### src/rtl/keypad_scan.sv
// 4x4 matrix keypad scanner with frame-based debounce.
// One row is driven low per slot. Each completed 16-key frame
// is fed to an IDLE/DEBOUNCE/HELD FSM, which emits a single
// onehot press pulse per accepted key.
module keypad_scan #(
  parameter int SCAN_DIV = 50000,
  parameter int DEBOUNCE = 4
) (
  input  logic        clk,
  input  logic        rst_n,
  input  logic [3:0]  col,
  output logic [3:0]  row,
  output logic [15:0] onehot,
  output logic [3:0]  key_code,
  output logic        key_held
);

  localparam int SW = $clog2(SCAN_DIV);
  localparam int CW = $clog2(DEBOUNCE + 1);
  localparam logic [SW-1:0] SLOT_LAST = SW'(SCAN_DIV - 1);
  localparam logic [CW-1:0] DB_CNT    = CW'(DEBOUNCE);

  typedef enum logic [1:0] {
    S_IDLE,
    S_DEBOUNCE,
    S_HELD
  } state_t;

  logic [3:0]    col_meta, col_sync;
  logic [SW-1:0] slot_cnt;
  logic [1:0]    row_idx;
  logic [15:0]   frame_q;
  logic          frame_done;

  state_t        state_q, state_d;
  logic [15:0]   cand_q, cand_d;
  logic [CW-1:0] cnt_q, cnt_d;
  logic [15:0]   onehot_d;
  logic [3:0]    code_d;
  logic          held_d;
  logic          frame_single;

  function automatic logic [3:0] enc16(input logic [15:0] v);
    logic [3:0] idx;
    idx = '0;
    for (int unsigned i = 0; i < 16; i++) begin
      if (v[i]) idx = 4'(i);
    end
    return idx;
  endfunction

  // Two-flop synchronizer for the asynchronous column inputs
  always_ff @(posedge clk) begin
    if (!rst_n) begin
      col_meta <= '0;
      col_sync <= '0;
    end else begin
      col_meta <= col;
      col_sync <= col_meta;
    end
  end

  // Slot timer, row sequencing and frame assembly; frame_done follows the row-3 sample
  always_ff @(posedge clk) begin
    if (!rst_n) begin
      slot_cnt   <= '0;
      row_idx    <= '0;
      frame_q    <= '0;
      frame_done <= 1'b0;
    end else begin
      frame_done <= 1'b0;
      if (slot_cnt == SLOT_LAST) begin
        slot_cnt                     <= '0;
        row_idx                      <= row_idx + 2'd1;
        frame_q[{row_idx, 2'b00} +: 4] <= ~col_sync;
        frame_done                   <= (row_idx == 2'd3);
      end else begin
        slot_cnt <= slot_cnt + SW'(1);
      end
    end
  end

  // Active-low row drive derived from the current row index
  always_comb begin
    row = ~(4'b0001 << row_idx);
  end

  // FSM and output registers
  always_ff @(posedge clk) begin
    if (!rst_n) begin
      state_q  <= S_IDLE;
      cand_q   <= '0;
      cnt_q    <= '0;
      onehot   <= '0;
      key_code <= '0;
      key_held <= 1'b0;
    end else begin
      state_q  <= state_d;
      cand_q   <= cand_d;
      cnt_q    <= cnt_d;
      onehot   <= onehot_d;
      key_code <= code_d;
      key_held <= held_d;
    end
  end

  // Next-state logic; the FSM only advances on a completed frame.
  // The counter is shared: press count in DEBOUNCE, release count in HELD.
  always_comb begin
    state_d      = state_q;
    cand_d       = cand_q;
    cnt_d        = cnt_q;
    onehot_d     = '0;
    code_d       = key_code;
    held_d       = key_held;
    frame_single = (frame_q != '0) && ((frame_q & (frame_q - 16'd1)) == '0);
    if (frame_done) begin
      unique case (state_q)
        S_IDLE: begin
          if (frame_single) begin
            cand_d = frame_q;
            if (DEBOUNCE == 1) begin
              onehot_d = frame_q;
              code_d   = enc16(frame_q);
              held_d   = 1'b1;
              cnt_d    = '0;
              state_d  = S_HELD;
            end else begin
              cnt_d   = CW'(1);
              state_d = S_DEBOUNCE;
            end
          end
        end
        S_DEBOUNCE: begin
          if (frame_q == cand_q) begin
            if (cnt_q + CW'(1) == DB_CNT) begin
              onehot_d = cand_q;
              code_d   = enc16(cand_q);
              held_d   = 1'b1;
              cnt_d    = '0;
              state_d  = S_HELD;
            end else begin
              cnt_d = cnt_q + CW'(1);
            end
          end else begin
            cnt_d   = '0;
            state_d = S_IDLE;
          end
        end
        S_HELD: begin
          if (frame_q == '0) begin
            if (cnt_q + CW'(1) == DB_CNT) begin
              held_d  = 1'b0;
              cnt_d   = '0;
              state_d = S_IDLE;
            end else begin
              cnt_d = cnt_q + CW'(1);
            end
          end else begin
            cnt_d = '0;
          end
        end
        default: begin
          cnt_d   = '0;
          state_d = S_IDLE;
        end
      endcase
    end
  end

endmodule

### config.mk
export PLATFORM = sky130hd
export DESIGN_NAME = keypad_scan
export DESIGN_NICKNAME = d
export VERILOG_FILES = /design/src/rtl/keypad_scan.sv
export SDC_FILE = /design/constraint.sdc
export NUM_CORES = 1
export LEC_CHECK = 0
export ABC_CLOCK_PERIOD_IN_PS = 2100
export CAP_MARGIN = 15
export CELL_PAD_IN_SITES_DETAIL_PLACEMENT = 1
export CELL_PAD_IN_SITES_GLOBAL_PLACEMENT = 1
export CORE_MARGIN = 8
export CORE_UTILIZATION = 37
export CTS_CLUSTER_DIAMETER = 60
export DETAILED_ROUTE_END_ITERATION = 8
export PLACE_DENSITY = 0.71
export RECOVER_POWER = 25
export SYNTH_ARGS = -nofsm -noshare
export SYNTH_HDL_FRONTEND = slang
export SYNTH_SLANG_ARGS = --single-unit
export TNS_END_PERCENT = 30
### constraint.sdc
create_clock -name clk -period 2.1 [get_ports clk]
set_input_delay 0.63 -clock clk [delete_from_list [all_inputs] [get_ports clk]]
set_output_delay 0.63 -clock clk [all_outputs]
set_load 0.01 [all_outputs]
* After elaboration in Yosys (flattened, before gate mapping)
Index checks and enable logic that the tools add are counted.
** Cells by class
- Reduce and logical (&&, ||, !) cells :: 14
- Shift operators :: 3
- Multiplexer cells :: 32
- Add/sub/neg operators :: 5
- Eq/ne operators :: 12
- Bitwise gates (word level) :: 4
** Operator list (number)
- $mux 4 :: 14
- $logic_not 16->1 :: 2
- $add 16x1->16 const B :: 1
- $and 16x16->16 :: 1
- $bwmux 16 :: 1
- $eq 16x16->1 :: 1
- $eq 16x16->1 const B :: 1
- $reduce_bool 16->1 :: 1
- $shift 4x6->16 const A :: 1
- $shiftx 4x6->16 :: 1
- $sub 16x1->16 const B :: 1
- $mux 3 :: 4
- $mux 2 :: 5
- $ne 2x2->1 const B :: 5
- $reduce_and 5->1 :: 2
- $pmux 3 s3 :: 1
- $not 4->4 :: 2
- $neg 4->6 :: 1
- $pmux 2 s3 :: 1
- $reduce_and 6->1 :: 1
- $mux 1 :: 5
- $eq 2x2->1 const B :: 2
- $reduce_and 2->1 :: 2
- $reduce_and 4->1 :: 1
- other kinds (13) :: 13
** Storage, ports and cells
- Word-level logic and storage cells :: 82
- Output and inout port bits :: 25
- Register bits after elaboration :: 85
- Input port bits :: 6

* Logic depth before layout (Yosys ltp)
Gate-level depths: netlist of run 1.
- Word-level depth :: 15
- Mapped depth :: 9
- Mapped depth without buffers :: 7

* Worst setup path after synthesis of run 1
Ideal clock, no wire load.
- Kind :: flip-flop to flip-flop
- From :: register frame_q[11]
- To :: register state_q[1]
- Path slack :: 0.267 ns
- Arrival time :: 1.715 ns
- Library setup time :: 0.119 ns
- Cell stages (with the launch flop) :: 7
- Period minus slack after synthesis :: 1.833 ns
- Required time :: 1.981 ns
- Path through :: dfxtp_1 -> maj3_1 -> nor4_4 -> o2111a_1 -> buf_6 -> a21oi_1 -> o221a_2
** On the way
- Word-level cells in the longest chain between the ends :: 6
** Ends and longest elaborated chain
- from (decl) :: RTL line 32 : logic [15:0] frame_q;
- from (signal, indexed assignment) :: RTL line 75 : frame_q[{row_idx, 2'b00} +: 4] <= ~col_sync;
- $sub 16x1->16 :: RTL line 116 : frame_single = (frame_q != '0) && ((frame_q & (frame_q - 16'd1)) == '0);
- $and 16x16->16 :: RTL line 116
- $logic_not 16->1 :: RTL line 116
- $logic_and 1x1->1 :: RTL line 116
- $ne 2x2->1 (no source line)
- $reduce_and 5->1 (no source line)
- to (signal assigned) :: RTL line 98 : state_q <= state_d;
- to (decl) :: RTL line 35 : state_t state_q, state_d;
Parallel ways exist; a longest one is shown, timed or not.
A chain may end at the register's enable or synchronous reset.

* Worst setup path in the final report of run 1
- From :: register row_idx[0]
- To :: output row[3]
** On the way
- Word-level cells in the longest chain between the ends :: 2
** Ends and longest elaborated chain
- from (decl) :: RTL line 31 : logic [1:0] row_idx;
- from (signal assigned) :: RTL line 74 : row_idx <= row_idx + 2'd1;
- $shl 1x2->4 :: RTL line 85 : row = ~(4'b0001 << row_idx);
- $not 4->4 :: RTL line 85
- to (decl) :: RTL line 12 : output logic [3:0] row,
Every way passes these cells.

==> impl_results.md, run 1 <==
- Worst EP arrival: 1.38 ns
- Sw Pwr: ~600 µW
- Final hold vios: 0
- CP max stage cell: dfxtp_1
- Vias in the first global route: approximately 3300
- Clock Skew: 0.00735 ns
- Cell area after layout: ~0.0045 mm²
- Root Buffer: clkbuf_8
- Flop pwr share: between 60% and 70%
- Post-CTS sizing: 5
- Starting density of the core: about 38%
- Worst Path Required: 1.47 ns
- Pwr per Cell Area: 594 mW/mm²
- IO Count: 31
- Yosys reg bits: between 80 and 90
- Final slew viol count: 0
- Worst-path fanout max: 6
- First-pass GRT wire length: between 15000 and 20000 µm
- Peak supply drop: 0.318 mV
- Crit. End Element: output pin
- Ant. Diodes: 0
- Hold buffers post-CTS: 0
- Total routed wirelength: slightly below 10000 µm
- Min-delay worst type: register to register
- Initial DRC count: between 100 and 150
- DR pass1 iterations: 4
- Clock buffer depth: 2
- Post-CTS Setup Repair Bufs: 0
- Area leader, netlist: dfxtp_1
- Delay-heaviest family, CP: buffers and inverters
- EDFF count, synth: 0
- H-tree Lvls: 3
- DRC viols: 0
- Setup TNS: 0 ns
- Tmin final: 2.01 ns
- CP bufs+invs: 3
- Worst slew margin: between 60% and 70%
- Dpl hpwl: 7330 µm
- Fmax: roughly 500 MHz
- Initial antenna violation count: 0
- Layout cells sized above 1: between 10% and 20%
- # rows: 37
- Post-Syn Area: about 0.0038 mm²
- Clock slew at reported path FFs: 0.08 ns
- GP Congestion: between 0.8 and 0.9
- Largest net degree at the start of global routing: 20
- Total track usage: between 10% and 20%
- Number of clock sinks: 85
- Async set-reset flop share out of synthesis: 0%
- Setup violations, final: 0
- Gate power share: 2.0%
- Sw frac: 22.3%
- Leading post-synthesis cells by cell area: dfxtp_1 (44%), xor2_1 (5.5%), a21oi_1 (5.2%)
- Gate Count Post-Synth: around 440
- Fin nets: 499
- Post-route ant nets: 0
- Die Width: approximately 120 µm
- Worst-Margin Slew: approximately 0.58 ns
- Die ar.: 0.0139 mm²
- Vias: approximately 3200
- Die Ht: approximately 120 µm
- CTS tree: yes
- RSZ-0062 raised after global routing: false
- Area share of the largest cell type after synthesis: between 40 and 50%
- Clock share of power: a little under two fifths
- Vias per Instance: approximately 5.2
- Most frequent cells in the layout: dfxtp_1 (77), a21oi_1 (40), nor2_1 (38), nand2_1 (34), nand3_1 (29)
- Yosys cell types: 53
- Cell leakage power: between 0.0015 and 0.002 µW
- Most common cell after layout, fill and taps aside: dfxtp_1
- Synth warn: 0
- Area Growth Syn to Fin: 18.5%
- WS Path Type: register to output pin
- Worst setup SP type: register
- Post-synthesis sequential area ratio: between 40% and 50%
- Fin crit share: about 96%
- Number of CTS-inserted buffers: 9
- Area after DPL: roughly 0.0044 mm²
- Worst skew pair latency: ~0.35 ns
- IO Port Bufs: 30
- Worst hold slack: 0.437 ns
- Critical Path Max Stage Delay: ~0.32 ns
- Number of max-cap violations: 0
- Internal Power: ~2100 µW
- Total gr overflow: 0
- Core area: a little over 0.01 mm²
- Status: finished, final reports clean
- Avg Cell Area, Syn: about 8.8 µm²
- Syn Nets: ~450
- Worst-path cell chain: buf_4 -> ha_1 -> inv_1 -> dlygate4sd2_1
- Routed wire length per instance: around 16 µm
- Commonest register cell after synthesis: dfxtp_1
per-stage QoR:
step / util, % / worst slack [ns] / total power, µW / cells
2_1_floorplan: - / 0.267 / 1700 / 437
3_3_place_gp: 43.0 / 0.133 / 1720 / 608
3_5_place_dp: 43.0 / 0.0390 / 1720 / 608
4_1_cts: 44.5 / 0.0197 / 2740 / 623
5_1_grt: 44.7 / 0.00797 / 2820 / 623
6_report: 44.7 / 0.0927 / 2700 / 623
cell families (layout without fill, tap and decap cells):
logic type | count (synthesis) | count (layout) | synth area share [%]
mux | 4 | 4 | 1.14
xor+xnor | 31 | 31 | 7.07
simple gates | 188 | 188 | 26.5
flops | 85 | 85 | 44.3
compound gates | 83 | 83 | 12.7
buf+inv | 35 | 85 | 4.76
fa+ha+maj | 11 | 11 | 3.52
synth_stat cells (2+ instances only):
| cell | number |
|---|---|
| nor2b_1 | 2 |
| a21oi_1 | 40 |
| nand2_1 | 34 |
| nand2b_1 | 3 |
| mux2i_1 | 3 |
| a31oi_1 | 2 |
| ha_1 | 10 |
| buf_6 | 2 |
| nor3_1 | 8 |
| dfxtp_1 | 85 |
| a22oi_1 | 2 |
| nor2_1 | 38 |
| and3_1 | 21 |
| nor4_4 | 3 |
| nand3b_1 | 2 |
| o31ai_1 | 5 |
| or3_1 | 18 |
| a21boi_0 | 2 |
| or2_2 | 3 |
| buf_4 | 2 |
| xnor2_1 | 7 |
| buf_2 | 5 |
| nor4_1 | 9 |
| clkbuf_1 | 7 |
| o21ai_0 | 22 |
| nand4_1 | 3 |
| inv_1 | 15 |
| nand3_1 | 29 |
| and2_1 | 8 |
| xor2_1 | 24 |
worst paths after layout:
path | start | end | slack (ns) | cells after the start
max | row_idx[0] | row[3] | 0.09 | 4
min | col_meta[3] | col_sync[3] | 0.44 | 1
max reg2reg | frame_q[6] | state_q[1] | 0.14 | 6
min reg2reg | col_meta[3] | col_sync[3] | 0.44 | 1
power groups by stage:
| stage | registers [µW] | clock network (µW) | logic (µW) |
|---|---|---|---|
| 3_5_place_dp | 1670 | 0 | 56.8 |
| 6_report | 1630 | 1020 | 54.7 |
| 5_1_grt | 1630 | 1120 | 62.1 |
| 2_1_floorplan | 1660 | 0 | 31.2 |
| 4_1_cts | 1630 | 1050 | 57.0 |
| 3_3_place_gp | 1670 | 0 | 54.9 |
layout make-up:
cell class	instances	area, µm²
Timing Repair Buffer	54	485
Sequential cell	85	1710
Tap cell	136	170
Multi-Input combinational cell	317	1960
Fill cell	1222	5640
Clock buffer	13	149
Clock inverter	2	10.0
Inverter	16	60.1
per-layer routing:
layer	global-route usage [%]	wire length (µm)	share of wire, %
met1	17.5	4420	45
met2	24.7	4790	49
met3	2.69	331	3.4
met4	6.57	193	2.0
met5	0	0	0
sequential cells by signal, indices dropped and copies added, names as in the netlist:
register and count:
row_idx 2, cnt_q 3, key_held 1, cand_q 16
onehot 16, state_q 2, slot_cnt 16, frame_done 1
col_sync 4, col_meta 4, frame_q 16, key_code 4
Power figures use the tool's default switching activity.
==> run 2, diff against run 1 <==
--- a/config.mk
+++ b/config.mk
@@ -15,6 +15,7 @@
 export DETAILED_ROUTE_END_ITERATION = 8
 export PLACE_DENSITY = 0.71
 export RECOVER_POWER = 25
+export SLEW_MARGIN = 20
 export SYNTH_ARGS = -nofsm -noshare
 export SYNTH_HDL_FRONTEND = slang
 export SYNTH_SLANG_ARGS = --single-unit
==> results of run 2 <==
No change in the layout: final DEF, timing and power equal those of run 1.
